==> config.mk <==
export PLATFORM = sky130hd
export DESIGN_NAME = snn_layer_ctrl_flat
export DESIGN_NICKNAME = d
export VERILOG_FILES = /design/src/rtl/snn_layer_ctrl_if.sv /design/src/rtl/snn_layer_ctrl.sv /design/src/flat_wrapper.sv
export SDC_FILE = /design/constraint.sdc
export NUM_CORES = 1
export LEC_CHECK = 0
export ABC_AREA = 1
export CAP_MARGIN = 20
export CORE_MARGIN = 1.5
export CORE_UTILIZATION = 47
export CTS_CLUSTER_SIZE = 12
export DETAILED_ROUTE_END_ITERATION = 7
export HOLD_SLACK_MARGIN = 0.08
export PLACE_DENSITY = 0.78
export SLEW_MARGIN = 40
export SYNTH_ARGS = -nofsm -noshare
export SYNTH_HDL_FRONTEND = slang
export SYNTH_SLANG_ARGS = --single-unit
==> constraint.sdc <==
create_clock -name clk -period 1.97 [get_ports clk]
set_input_delay 0.197 -clock clk [delete_from_list [all_inputs] [get_ports clk]]
set_output_delay 0.197 -clock clk [all_outputs]
set_load 0.005 [all_outputs]
==> src/rtl/snn_layer_ctrl_if.sv <==
// Weight-SRAM read port and shared-neuron datapath bus of snn_layer_ctrl.
// master = layer controller, slave = weight memory + neuron instance.
interface snn_layer_ctrl_if #(
   parameter int W_AW = 7
);
   // w_rd_en is a read strobe: w_data is valid exactly one cycle after it,
   // there is no ready/stall, so the controller never waits on the memory.
   logic            w_rd_en;
   logic [W_AW-1:0] w_addr;
   logic [7:0]      w_data;
   logic [7:0]      nrn_weight;
   logic [8:0]      nrn_v_mem_in;
   logic            nrn_function_sel;
   logic            nrn_spike;
   logic [8:0]      nrn_v_mem_out;

   modport master (
      output w_rd_en, w_addr, nrn_weight, nrn_v_mem_in, nrn_function_sel,
      input  w_data, nrn_spike, nrn_v_mem_out
   );

   modport slave (
      input  w_rd_en, w_addr, nrn_weight, nrn_v_mem_in, nrn_function_sel,
      output w_data, nrn_spike, nrn_v_mem_out
   );
endinterface

==> src/rtl/snn_layer_ctrl.sv <==
// Time-step sequencer for one fully connected spiking layer sharing a single neuron datapath.
// Optional feature: define SNN_SAT_EN to saturate membrane accumulation instead of wrapping.
module snn_layer_ctrl #(
   parameter int N_IN  = 16,
   parameter int N_OUT = 8,
   parameter int W_AW  = $clog2(N_IN*N_OUT)
) (
   input  logic                 clk,
   input  logic                 rst_n,
   input  logic                 i_start,
   input  logic                 i_clear_vmem,
   input  logic [N_IN-1:0]      i_in_spikes,
   output logic                 o_busy,
   output logic                 o_done,
   output logic [N_OUT-1:0]     o_out_spikes,
   output logic [2:0]           o_dbg_state,
   output logic [N_OUT*9-1:0]   o_dbg_vmem,
   snn_layer_ctrl_if.master     io_bus
);

   localparam int I_W = $clog2(N_IN);
   localparam int N_W = (N_OUT > 1) ? $clog2(N_OUT) : 1;
   localparam logic [I_W-1:0] I_LAST = I_W'(N_IN - 1);
   localparam logic [N_W-1:0] N_LAST = N_W'(N_OUT - 1);

   localparam logic [2:0] S_IDLE  = 3'd0;
   localparam logic [2:0] S_SCAN  = 3'd1;
   localparam logic [2:0] S_ACCUM = 3'd2;
   localparam logic [2:0] S_DECAY = 3'd3;
   localparam logic [2:0] S_DONE  = 3'd4;

   logic [2:0]       r_state;
   logic [I_W-1:0]   r_i;
   logic [N_W-1:0]   r_n;
   logic [N_IN-1:0]  r_spk_q;
   logic [N_OUT-1:0] r_out_spikes;
   logic [8:0]       r_vmem [N_OUT];

   logic             w_last_i;
   logic             w_last_n;
   logic [8:0]       w_cur_vmem;
   logic [8:0]       w_acc_val;
   logic [W_AW-1:0]  w_addr_calc;

   assign w_last_i    = (r_i == I_LAST);
   assign w_last_n    = (r_n == N_LAST);
   assign w_cur_vmem  = r_vmem[r_n];
   assign w_addr_calc = W_AW'(r_n) * W_AW'(N_IN) + W_AW'(r_i);

`ifdef SNN_SAT_EN
   logic [8:0] w_sum;
   logic       w_ovf;

   // Overflow only when both operands share a sign and the 9-bit sum flips it.
   assign w_sum     = w_cur_vmem + {io_bus.w_data[7], io_bus.w_data};
   assign w_ovf     = (w_cur_vmem[8] == io_bus.w_data[7]) && (w_sum[8] != w_cur_vmem[8]);
   assign w_acc_val = !w_ovf ? io_bus.nrn_v_mem_out
                             : (w_cur_vmem[8] ? 9'h100 : 9'h0FF);
`else
   assign w_acc_val = io_bus.nrn_v_mem_out;
`endif

   always_ff @(posedge clk or negedge rst_n) begin
      if (!rst_n) begin
         r_state      <= S_IDLE;
         r_i          <= '0;
         r_n          <= '0;
         r_spk_q      <= '0;
         r_out_spikes <= '0;
         for (int k = 0; k < N_OUT; k++) r_vmem[k] <= '0;
      end else begin
         case (r_state)
            S_IDLE: begin
               if (i_clear_vmem) begin
                  for (int k = 0; k < N_OUT; k++) r_vmem[k] <= '0;
               end else if (i_start) begin
                  r_spk_q      <= i_in_spikes;
                  r_out_spikes <= '0;
                  r_n          <= '0;
                  r_i          <= '0;
                  r_state      <= S_SCAN;
               end
            end
            S_SCAN: begin
               if (r_spk_q[r_i]) begin
                  r_state <= S_ACCUM;
               end else if (w_last_i) begin
                  r_state <= S_DECAY;
               end else begin
                  r_i <= r_i + I_W'(1);
               end
            end
            S_ACCUM: begin
               r_vmem[r_n] <= w_acc_val;
               if (w_last_i) begin
                  r_state <= S_DECAY;
               end else begin
                  r_i     <= r_i + I_W'(1);
                  r_state <= S_SCAN;
               end
            end
            S_DECAY: begin
               r_vmem[r_n]       <= io_bus.nrn_v_mem_out;
               r_out_spikes[r_n] <= io_bus.nrn_spike;
               r_i               <= '0;
               if (w_last_n) begin
                  r_state <= S_DONE;
               end else begin
                  r_n     <= r_n + N_W'(1);
                  r_state <= S_SCAN;
               end
            end
            S_DONE:  r_state <= S_IDLE;
            default: r_state <= S_IDLE;
         endcase
      end
   end

   // The neuron is combinational: drive its operands from the current state only.
   always_comb begin
      io_bus.w_rd_en          = 1'b0;
      io_bus.w_addr           = w_addr_calc;
      io_bus.nrn_weight       = '0;
      io_bus.nrn_function_sel = 1'b0;
      case (r_state)
         S_SCAN:  io_bus.w_rd_en          = r_spk_q[r_i];
         S_ACCUM: io_bus.nrn_weight       = io_bus.w_data;
         S_DECAY: io_bus.nrn_function_sel = 1'b1;
         default: ;
      endcase
   end

   assign io_bus.nrn_v_mem_in = w_cur_vmem;

   always_comb begin
      o_dbg_vmem = '0;
      for (int k = 0; k < N_OUT; k++) o_dbg_vmem[k*9 +: 9] = r_vmem[k];
   end

   assign o_busy       = (r_state != S_IDLE);
   assign o_done       = (r_state == S_DONE);
   assign o_out_spikes = r_out_spikes;
   assign o_dbg_state  = r_state;

endmodule

==> src/flat_wrapper.sv <==
// flat-port wrapper written by rule: the top's interface ports become plain ports
module snn_layer_ctrl_flat 
#(
   parameter int N_IN  = 16,
   parameter int N_OUT = 8,
   parameter int W_AW  = $clog2(N_IN*N_OUT)
)
  (clk, rst_n, i_start, i_clear_vmem, i_in_spikes, o_busy, o_done, o_out_spikes, o_dbg_state, o_dbg_vmem, io_bus_w_rd_en, io_bus_w_addr, io_bus_nrn_weight, io_bus_nrn_v_mem_in, io_bus_nrn_function_sel, io_bus_w_data, io_bus_nrn_spike, io_bus_nrn_v_mem_out);
  snn_layer_ctrl_if #(.W_AW(W_AW)) io_bus_i ();
  input  logic clk;
  input  logic rst_n;
  input  logic i_start;
  input  logic i_clear_vmem;
  input  logic [N_IN-1:0] i_in_spikes;
  output logic o_busy;
  output logic o_done;
  output logic [N_OUT-1:0] o_out_spikes;
  output logic [2:0] o_dbg_state;
  output logic [N_OUT*9-1:0] o_dbg_vmem;
  output wire logic [$bits(io_bus_i.w_rd_en)-1:0] io_bus_w_rd_en;
  output wire logic [$bits(io_bus_i.w_addr)-1:0] io_bus_w_addr;
  output wire logic [$bits(io_bus_i.nrn_weight)-1:0] io_bus_nrn_weight;
  output wire logic [$bits(io_bus_i.nrn_v_mem_in)-1:0] io_bus_nrn_v_mem_in;
  output wire logic [$bits(io_bus_i.nrn_function_sel)-1:0] io_bus_nrn_function_sel;
  input wire logic [$bits(io_bus_i.w_data)-1:0] io_bus_w_data;
  input wire logic [$bits(io_bus_i.nrn_spike)-1:0] io_bus_nrn_spike;
  input wire logic [$bits(io_bus_i.nrn_v_mem_out)-1:0] io_bus_nrn_v_mem_out;
  assign io_bus_w_rd_en = io_bus_i.w_rd_en;
  assign io_bus_w_addr = io_bus_i.w_addr;
  assign io_bus_nrn_weight = io_bus_i.nrn_weight;
  assign io_bus_nrn_v_mem_in = io_bus_i.nrn_v_mem_in;
  assign io_bus_nrn_function_sel = io_bus_i.nrn_function_sel;
  assign io_bus_i.w_data = io_bus_w_data;
  assign io_bus_i.nrn_spike = io_bus_nrn_spike;
  assign io_bus_i.nrn_v_mem_out = io_bus_nrn_v_mem_out;
  snn_layer_ctrl #(.N_IN(N_IN), .N_OUT(N_OUT), .W_AW(W_AW)) u_core (.clk(clk), .rst_n(rst_n), .i_start(i_start), .i_clear_vmem(i_clear_vmem), .i_in_spikes(i_in_spikes), .o_busy(o_busy), .o_done(o_done), .o_out_spikes(o_out_spikes), .o_dbg_state(o_dbg_state), .o_dbg_vmem(o_dbg_vmem), .io_bus(io_bus_i));
endmodule
=== After elaboration in Yosys (flattened, before gate mapping) ===
Index checks and enable logic that the tools add are counted.

* Bits in latches: 0
* Memories: 0
* Output and inout bits: 111
* Word-level logic and storage cells: 84
* ROM bits: 0
* Memory bits (writable): 0
* Register bits: 106

* Bitwise operators: 2
* Eq/ne operators: 12
* Muxes and demuxes: 35
* Shifts and indexed selects: 0
* $add $sub $neg: 3
* Reductions and logical operators: 14
* $mul: 0
* Div/mod/pow operators: 0
* $lt $le $gt $ge: 5

{| class="wikitable"
|+ Operators by type and width
! cell !! count
|-
| $pmux W72 S2 || 1
|-
| $bwmux W72 || 1
|-
| $mux W72 || 1
|-
| $bmux W9 S3 || 1
|-
| $demux W9 S3 || 1
|-
| $mux W9 || 3
|-
| $mux W3 || 8
|-
| $mux W8 || 3
|-
| $mux W4 || 4
|-
| $pmux W4 S4 || 1
|-
| $pmux W8 S2 || 1
|-
| $pmux W3 S4 || 1
|-
| $ne A2 B2 Y1 const B || 5
|-
| $reduce_and A3 Y1 || 3
|-
| $bwmux W8 || 1
|-
| $reduce_and A4 Y1 || 2
|-
| $add A7 B4 Y7 || 1
|-
| $eq A3 B2 Y1 const B || 2
|-
| $eq A3 B3 Y1 const B || 2
|-
| $pmux W3 S2 || 1
|-
| $lt A4 B5 Y1 const B || 1
|-
| $add A4 B1 Y4 const B || 1
|-
| $bmux W1 S4 || 1
|-
| $eq A4 B4 Y1 const B || 1
|-
| other kinds (19) || 24
|}

=== Longest topological paths before layout ===
Gate-level depths: netlist of the first run.

* Word-level depth: 7
* Gate-level depth with buffers: 10
* Depth with buffers taken out: 10

=== Least setup slack after synthesis of the first run ===
No wires, ideal clock.

* Path kind: flip-flop to flip-flop
* Start point: register u_core.r_state[1], in the netlist u_core.o_dbg_state[1]
* End point: register u_core.r_out_spikes[1], in the netlist u_core.o_out_spikes[1]
* Stages on the path, launching flop included: 9
* Arrival: 1,329 ps
* Path slack: 508 ps
* Required time: 1,837 ps
* Path buffers: 0
* Cell sequence: dfrtp_1 -> nor2_2 -> nand2_2 -> nor3_4 -> inv_2 -> nand2_4 -> inv_2 -> nor3_1 -> nor3_1

* Longest elaborated chain between the ends: 3

{| class="wikitable"
|+ RTL lines
! element !! line !! RTL
|-
| start, declared || snn_layer_ctrl.sv:32 || <nowiki>logic [2:0] r_state;</nowiki>
|-
| start signal, assigned || snn_layer_ctrl.sv:65 || <nowiki>r_state <= S_IDLE;</nowiki>
|-
| start signal, assigned || snn_layer_ctrl.sv:81 || <nowiki>r_state <= S_SCAN;</nowiki>
|-
| start signal, assigned || snn_layer_ctrl.sv:86 || <nowiki>r_state <= S_ACCUM;</nowiki>
|-
| $eq A3 B2 Y1 or $logic_not A3 Y1 (tied branches) || snn_layer_ctrl.sv:72 || <nowiki>case (r_state)</nowiki>
|-
| $reduce_bool A2 Y1 (no source line) or $ne A2 B2 Y1 (tied branches) || n/a ||
|-
| $reduce_and A3 Y1 (no source line) || n/a ||
|-
| end signal, assigned by index || snn_layer_ctrl.sv:104 || <nowiki>r_out_spikes[r_n] <= io_bus.nrn_spike;</nowiki>
|-
| end, declared || snn_layer_ctrl.sv:36 || <nowiki>logic [N_OUT-1:0] r_out_spikes;</nowiki>
|}

Several ways; a longest one is shown, not always the timed one.
A chain may end at the register's enable or synchronous reset.

=== Worst setup path after layout of the first run ===
* Start point: register u_core.r_n[2]
* End point: output io_bus_nrn_v_mem_in[0]

* Longest elaborated chain between the ends: 4

{| class="wikitable"
|+ RTL lines
! element !! line !! RTL
|-
| start, declared || snn_layer_ctrl.sv:34 || <nowiki>logic [N_W-1:0] r_n;</nowiki>
|-
| start signal, assigned || snn_layer_ctrl.sv:109 || <nowiki>r_n <= r_n + N_W'(1);</nowiki>
|-
| $not A3 Y4 (implied by the code) || snn_layer_ctrl.sv:47 || <nowiki>assign w_cur_vmem = r_vmem[r_n];</nowiki>
|-
| $bmux W9 S3 || snn_layer_ctrl.sv:47 ||
|-
| $mux W9 (implied by the code) (2 in series) || snn_layer_ctrl.sv:47 ||
|-
| end, declared || flat_wrapper.sv:23 || <nowiki>output wire logic [$bits(io_bus_i.nrn_v_mem_in)-1:0] io_bus_nrn_v_mem_in;</nowiki>
|}

Every way passes these cells. The select of a mux whose other input is x is not followed.

==> results of run 1 <==
## state kept, by name, summed over array words and instances (netlist names)
name / count
u_core.o_dbg_vmem: 72
u_core.r_spk_q: 16
u_core.o_out_spikes: 8
u_core.r_i: 4
u_core.o_dbg_state: 3
u_core.r_n: 3
## cells in the final DEF (no fill, tap or decap), types with 6 or more instances in the layout
| cell type | netlist | layout |
|---|---|---|
| clkdlybuf4s50_1 | 0 | 137 |
| nand2_1 | 112 | 110 |
| dfrtp_1 | 106 | 100 |
| inv_1 | 79 | 74 |
| buf_4 | 4 | 54 |
| o22ai_1 | 57 | 51 |
| nand3_1 | 52 | 49 |
| nor2_1 | 27 | 24 |
| o21ai_0 | 23 | 20 |
| nor3_1 | 18 | 18 |
| o21ai_1 | 14 | 17 |
| a21oi_1 | 15 | 15 |
| inv_2 | 13 | 9 |
| clkbuf_8 | 0 | 9 |
| buf_6 | 0 | 9 |
| buf_2 | 11 | 8 |
| inv_4 | 0 | 7 |
| o22ai_2 | 0 | 6 |
| dfrtp_2 | 0 | 6 |
## critical path, cell delays in order (launching register included)
cell and delay (ps):
dfrtp_2 480, buf_4 170, nand3_4 160, inv_4 70
nand2_1 70, o221ai_2 90, nor2_1 150, o2111ai_2 130
buf_2 160
## cell type report
cell class                 count  share of cell area
clock buffer                   9              0.0168
clock inverter                 6              0.0103
inverter                      92              0.0505
multi-input combinational    354               0.271
sequential                   106               0.360
tap                          136              0.0230
timing repair buffer         213               0.268
## stage by stage
stage | utilization | cell area [um2]
floorplan | - | 4900
global placement | 0.655 | 6700
detailed placement | 0.655 | 6700
CTS | 0.707 | 7240
global route | 0.722 | 7390
finish | 0.722 | 7390
## layer usage
layer,GRT usage,wire length [um],up-vias
li1,-,-,2325
met1,0.410,6780,2478
met2,0.504,8080,375
met3,0.0593,1630,88
met4,0.159,815,0
met5,0,0,-
## power groups by stage
stage                     clock [mW]  sequential [mW]  combinational, mW
after floorplan                    0             2.81               1.50
after global placement             0             2.86               2.75
after detailed placement           0             2.86               2.84
after CTS                       1.38             2.81               3.10
after global routing            1.48             2.87               3.59
final                           1.37             2.84               3.32
## kinds of logic after synthesis
logic type,count (synthesis),synth area share
buf+inv,111,0.0910
xor+xnor,1,0.00179
compound gates,123,0.150
fa+ha+maj,3,0.00767
flops,106,0.542
simple gates,226,0.208
## worst min path at each step
stage / end / slack (ps) / cells after the start / startpoint
after floorplan: u_core.o_dbg_state[0] / -100 / 0 / rst_n
after CTS: u_core.o_out_spikes[0] / 320 / 2 / rst_n
final: u_core.o_out_spikes[0] / 310 / 2 / rst_n
after global placement: u_core.r_spk_q[10] / 170 / 1 / rst_n
after global routing: u_core.o_out_spikes[0] / 350 / 2 / rst_n
after detailed placement: u_core.r_spk_q[8] / 180 / 1 / rst_n
## repair_timing
| item | in CTS | in global routing |
|---|---|---|
| gates cloned | 1 | 0 |
| endpoints found under the setup margin | 19 | 30 |
| buffers inserted | 23 | 9 |
| pin swaps | 10 | 11 |
| endpoints found under the hold margin | 33 | 0 |
| resized for setup | 80 | 28 |
| hold buffers | 1 | 0 |
==> metrics.txt, run 1 <==
Area Overhead vs Synth=50.9%; Die H=around 110 um; largest net degree at the start of global routing=51; Row Count=37; clock share of power=0.182; Synth Cell Area=4900 um2; DRT iter0 DRCs=533; DRC viols=0; Mean Syn Cell Area=around 8.6 um2; reg2reg end=u_core.r_n[1]; crit end category=output port; Post-Syn Instances=570; Synth warnings=0; DP HPWL=between 10 and 15 mm; crit start category=register; drt wl/cell=18.9 um; Layout Cells excl Fill=916; antenna violations before repair=0; setup TNS=-218 ps; static leakage=3.40 nW; Synth top area share=0.542; Antenna Cells=0; I/O pin count=149; CP Capture Point=io_bus_nrn_v_mem_in[0]; number of global-route vias before repair=5179; FF-to-FF path depth=11; min cycle time layout=~2000 ps; Comb pwr share=0.441; Seq pwr share=0.377; H-tree Lvls=3; Fin. Hold Viols=0; CP required=1770 ps; pre-CTS setup slack=-89.1 ps; hold slack final=approximately 310 ps; synth unique cells=28; vias per cell=5.75; clk sinks=106; EDFF count, synth=0; fraction of layout cells with a size suffix above 1=0.196; main flop type after synthesis=dfrtp_1; worst hold-check path type=primary input to async pin; CP Class=register to output port; Global Route Usage Sum=0.315; synthesized net count=611; synth cell count leaders=nand2_1 (112), dfrtp_1 (106), inv_1 (79), o22ai_1 (57), nand3_1 (52); crit share post-route=1.03; PortBufs=about 150; CTS clk-pin slew, worst paths=~110 ps; multi-input logic area=2000 um2; Seq/Total Area, Yosys=0.542; via count=5266; storage element area=approximately 2700 um2; Slew headroom=0.694; FMAX=0.492 GHz; Initial Utilization=0.479; clock latency at the later pin of the worst-skew pair=~370 ps; Placed Cells=867; core area=10200 um2; ranking of synthesized cells by area=dfrtp_1 (54%), nand2_1 (8.6%), o22ai_1 (7.3%); switching power=2.94 mW; Slew Viols, Final=0; R2R setup slack=70 ps; r2r startpoint=u_core.r_n[0]; measured slew at the worst slew-check pin=459 ps; failing checks=negative setup slack; PwrDens=~1000 nW/um2; Root Buffer=clkbuf_8; Die ar.=11000 um2; Worst Setup SP=u_core.r_n[2]; Max Cap Violations=0; clk buf depth=2; most area-hungry cell type in the Yosys netlist=dfrtp_1; Detail Route Antenna Nets=0; DRT Pass-1 Iters=5; Post-synth ARST share=1.00; Peak VDD IR=0.000570 V; Die Width=105 um; nets=817; Final Wtd Congestion=0.980; Total Wirelength=17.3 mm; status=finished with violations; CP Max Fanout=7; Final setup viols=5; Net Sw Frac=0.390; flops & latches, synth=~110; Clock Skews=14.3 ps; Power Total=between 7 and 8 mW; global-route wire length before repair=27.0 mm; Final WS setup=-60.6 ps; RSZ-0062 raised after global routing=yes; most common cell in the synthesized netlist=nand2_1; grt ovf=0; Fill cells=731; Arr. time, crit path=1830 ps; internal power=4.59 mW; CTS tree=yes; CTS Buf Count=9
Note: power is estimated with default switching activity, not from simulation.
==> inputs of run 2 (changes only) <==
--- a/config.mk
+++ b/config.mk
@@ -7,7 +7,7 @@
 export LEC_CHECK = 0
 export ABC_AREA = 1
 export CAP_MARGIN = 20
-export CORE_MARGIN = 1.5
+export CORE_MARGIN = 3
 export CORE_UTILIZATION = 47
 export CTS_CLUSTER_SIZE = 12
 export DETAILED_ROUTE_END_ITERATION = 7
==> constraint.sdc (replaced) <==
create_clock -name clk -period 2.2 [get_ports clk]
set_input_delay 0.22 -clock clk [delete_from_list [all_inputs] [get_ports clk]]
set_output_delay 0.22 -clock clk [all_outputs]
set_load 0.005 [all_outputs]
==> run 2 against run 1 <==
Effect of this change: the flow still finishes with violations (negative setup slack); power down 13%; sequential share of layout area grew 1.5 points; hold slack better by 54 ps; clock power fell by 12%; via count is 2.0% lower; largest cell class unchanged; design area fell by 4.1%; routed wire length is 0.29% lower; critical path depth is 1 lower.
==> metrics.txt, run 2 (synthesis gave the netlist of run 1 again) <==
status=finished with violations; failing checks=negative setup slack; Final Wtd Congestion=0.932 (-5.0%); clock latency at the later pin of the worst-skew pair=390 ps (+20 ps); grt ovf=0 (unchanged); antenna violations before repair=0 (unchanged); CTS clk-pin slew, worst paths=100 ps (about the same); Antenna Cells=0 (unchanged); CP Cell Sequence=buf_4 -> nand3_4 -> buf_6 -> o22ai_1 -> nor2_1 -> o2111ai_1 -> dlygate4sd2_1; CP Max Fanout=6 (-1); r2r startpoint=u_core.o_dbg_state[0]; clk buf depth=2 (unchanged); storage element area=2660 um2 (about the same); drt wl/cell=19.5 um (+3.1%); CTS Buf Count=9 (unchanged); Die Width=108 um (+2.9%); M3 GR Usage=0.0728 (+0.0136); static leakage=3.25 nW (-4.2%); pre-CTS setup slack=102 ps (+191 ps); Clock Skews=14.4 ps (+0.127 ps); DP HPWL=12.1 mm (+4.5%); Final setup viols=1 (-4); setup TNS=-29.6 ps (+188 ps); Total Wirelength=17.2 mm (-0.29%); DRT iter0 DRCs=459 (-14%); Worst Setup SP=u_core.r_n[2]; CTS tree=yes; most frequent cells in the layout=clkdlybuf4s50_1 (137), nand2_1 (112), dfrtp_1 (101); number of global-route vias before repair=5186 (+0.14%); largest net degree at the start of global routing=46 (-9.8%); FMAX=0.449 GHz; Hold Path Origin=i_in_spikes[10]; R2R setup slack=180 ps (+110 ps); I/O pin count=149 (unchanged); Final WS setup=-29.6 ps (+31.0 ps); Power Total=6.54 mW (-13%); DRT Pass-1 Iters=7 (+2); Slew headroom=0.487 (-0.207); Area Overhead vs Synth=44.6%; Root Buffer=clkbuf_8; max reg flops=72 (unchanged); core area=9950 um2 (-2.7%); PortBufs=148 (unchanged); GRT met1 Usage=0.393 (-0.0174); vias per cell=5.83 (+1.3%); Fin. Hold Viols=0 (unchanged); design area=7080 um2 (-4.1%); crit share post-route=1.01; DRC viols=0 (unchanged); CP required=1980 ps (+210 ps); clk sinks=106 (unchanged); delay of the slowest cell on the worst path=490 ps (about the same); global-route wire length before repair=27.2 mm (+0.82%); Global Route Usage Sum=0.300 (-0.0156); CP Class=register to output port; worst hold-check path type=primary input to register; Die ar.=11700 um2 (+5.8%); min cycle time layout=2230 ps; Detail Route Antenna Nets=0 (unchanged); multi-input logic area=1930 um2 (-3.6%); commonest non-fill, non-tap cell in the layout=clkdlybuf4s50_1; RSZ-0062 raised after global routing=yes; Row Count=36 (-2.7%); crit start category=register; met2 Use GR=0.482 (-0.0220); nets=789 (-3.4%); Peak VDD IR=0.000496 V (-13%); Die H=108 um (+2.9%); Fill cells=784 (+7.3%); via count=5161 (-2.0%); Initial Utilization=0.492 (+0.0133); Max Cap Violations=0 (unchanged); gr busiest metal=met2; Arr. time, crit path=2010 ps (+180 ps); placed inst area=6560 um2 (-2.1%); crit end category=output port; measured slew at the worst slew-check pin=768 ps (+309 ps); fraction of layout cells with a size suffix above 1=0.138 (-0.0580); PwrDens=924 nW/um2 (-9.4%); Slew Viols, Final=0 (unchanged); final core occ=0.711 (-0.0107); H-tree Lvls=3 (unchanged); Critical Path Slowest Stage Cell=dfrtp_2
run 2: worst paths after layout:
kind                                     endpoint  cells after the start
min reg2reg                     u_core.r_spk_q[5]                      2
min                            u_core.r_spk_q[10]                      3
max in group asynchronous   u_core.o_dbg_vmem[56]                      3
max                        io_bus_nrn_v_mem_in[1]                      7
max reg2reg                  u_core.o_dbg_vmem[8]                      6
min in group asynchronous      u_core.r_spk_q[13]                      2
run 2: power by group:
part / total (mW) / switching, mW / internal, mW
registers: 2.53 / 0.258 / 2.27
logic: 2.80 / 1.60 / 1.19
clock network: 1.21 / 0.747 / 0.467
run 2: worst max-delay path, delay by kind of cell, from the launching register on:
| kind | cells | cell delay, ps |
|---|---|---|
| buffers and inverters | 3 | 630 |
| AND/OR/NAND/NOR | 2 | 280 |
| AO/OA/AOI/OAI | 2 | 240 |
| flip-flops | 1 | 490 |
run 2: layout make-up:
class / instances / share of cell area
Inverter: 92 / 0.0502
Timing Repair Buffer: 185 / 0.251
Clock inverter: 6 / 0.00830
Clock buffer: 10 / 0.0194
Multi-Input combinational cell: 354 / 0.272
Tap cell: 133 / 0.0235
Sequential cell: 106 / 0.375
run 2: per-layer routing:
metal,vias up,part of all wire
met5,-,0
met4,0,0.036
met1,2456,0.38
li1,2276,-
met2,372,0.46
met3,57,0.12
run 2: metrics by stage:
stage | hold WS (ps) | std cells
global route | 381 | 886
global placement | 250 | 846
floorplan | -75.6 | 570
detailed placement | 262 | 846
finish | 368 | 886
CTS | 360 | 881
run 2: repair_timing:
action                     4_1_cts  5_1_grt
hold buffers                     1        0
buffers inserted                17        5
gates resized for setup         40       17
gates cloned                     1        0
hold endpoints to repair        43        0
setup endpoints to repair       12       17
pin swaps                        4        7
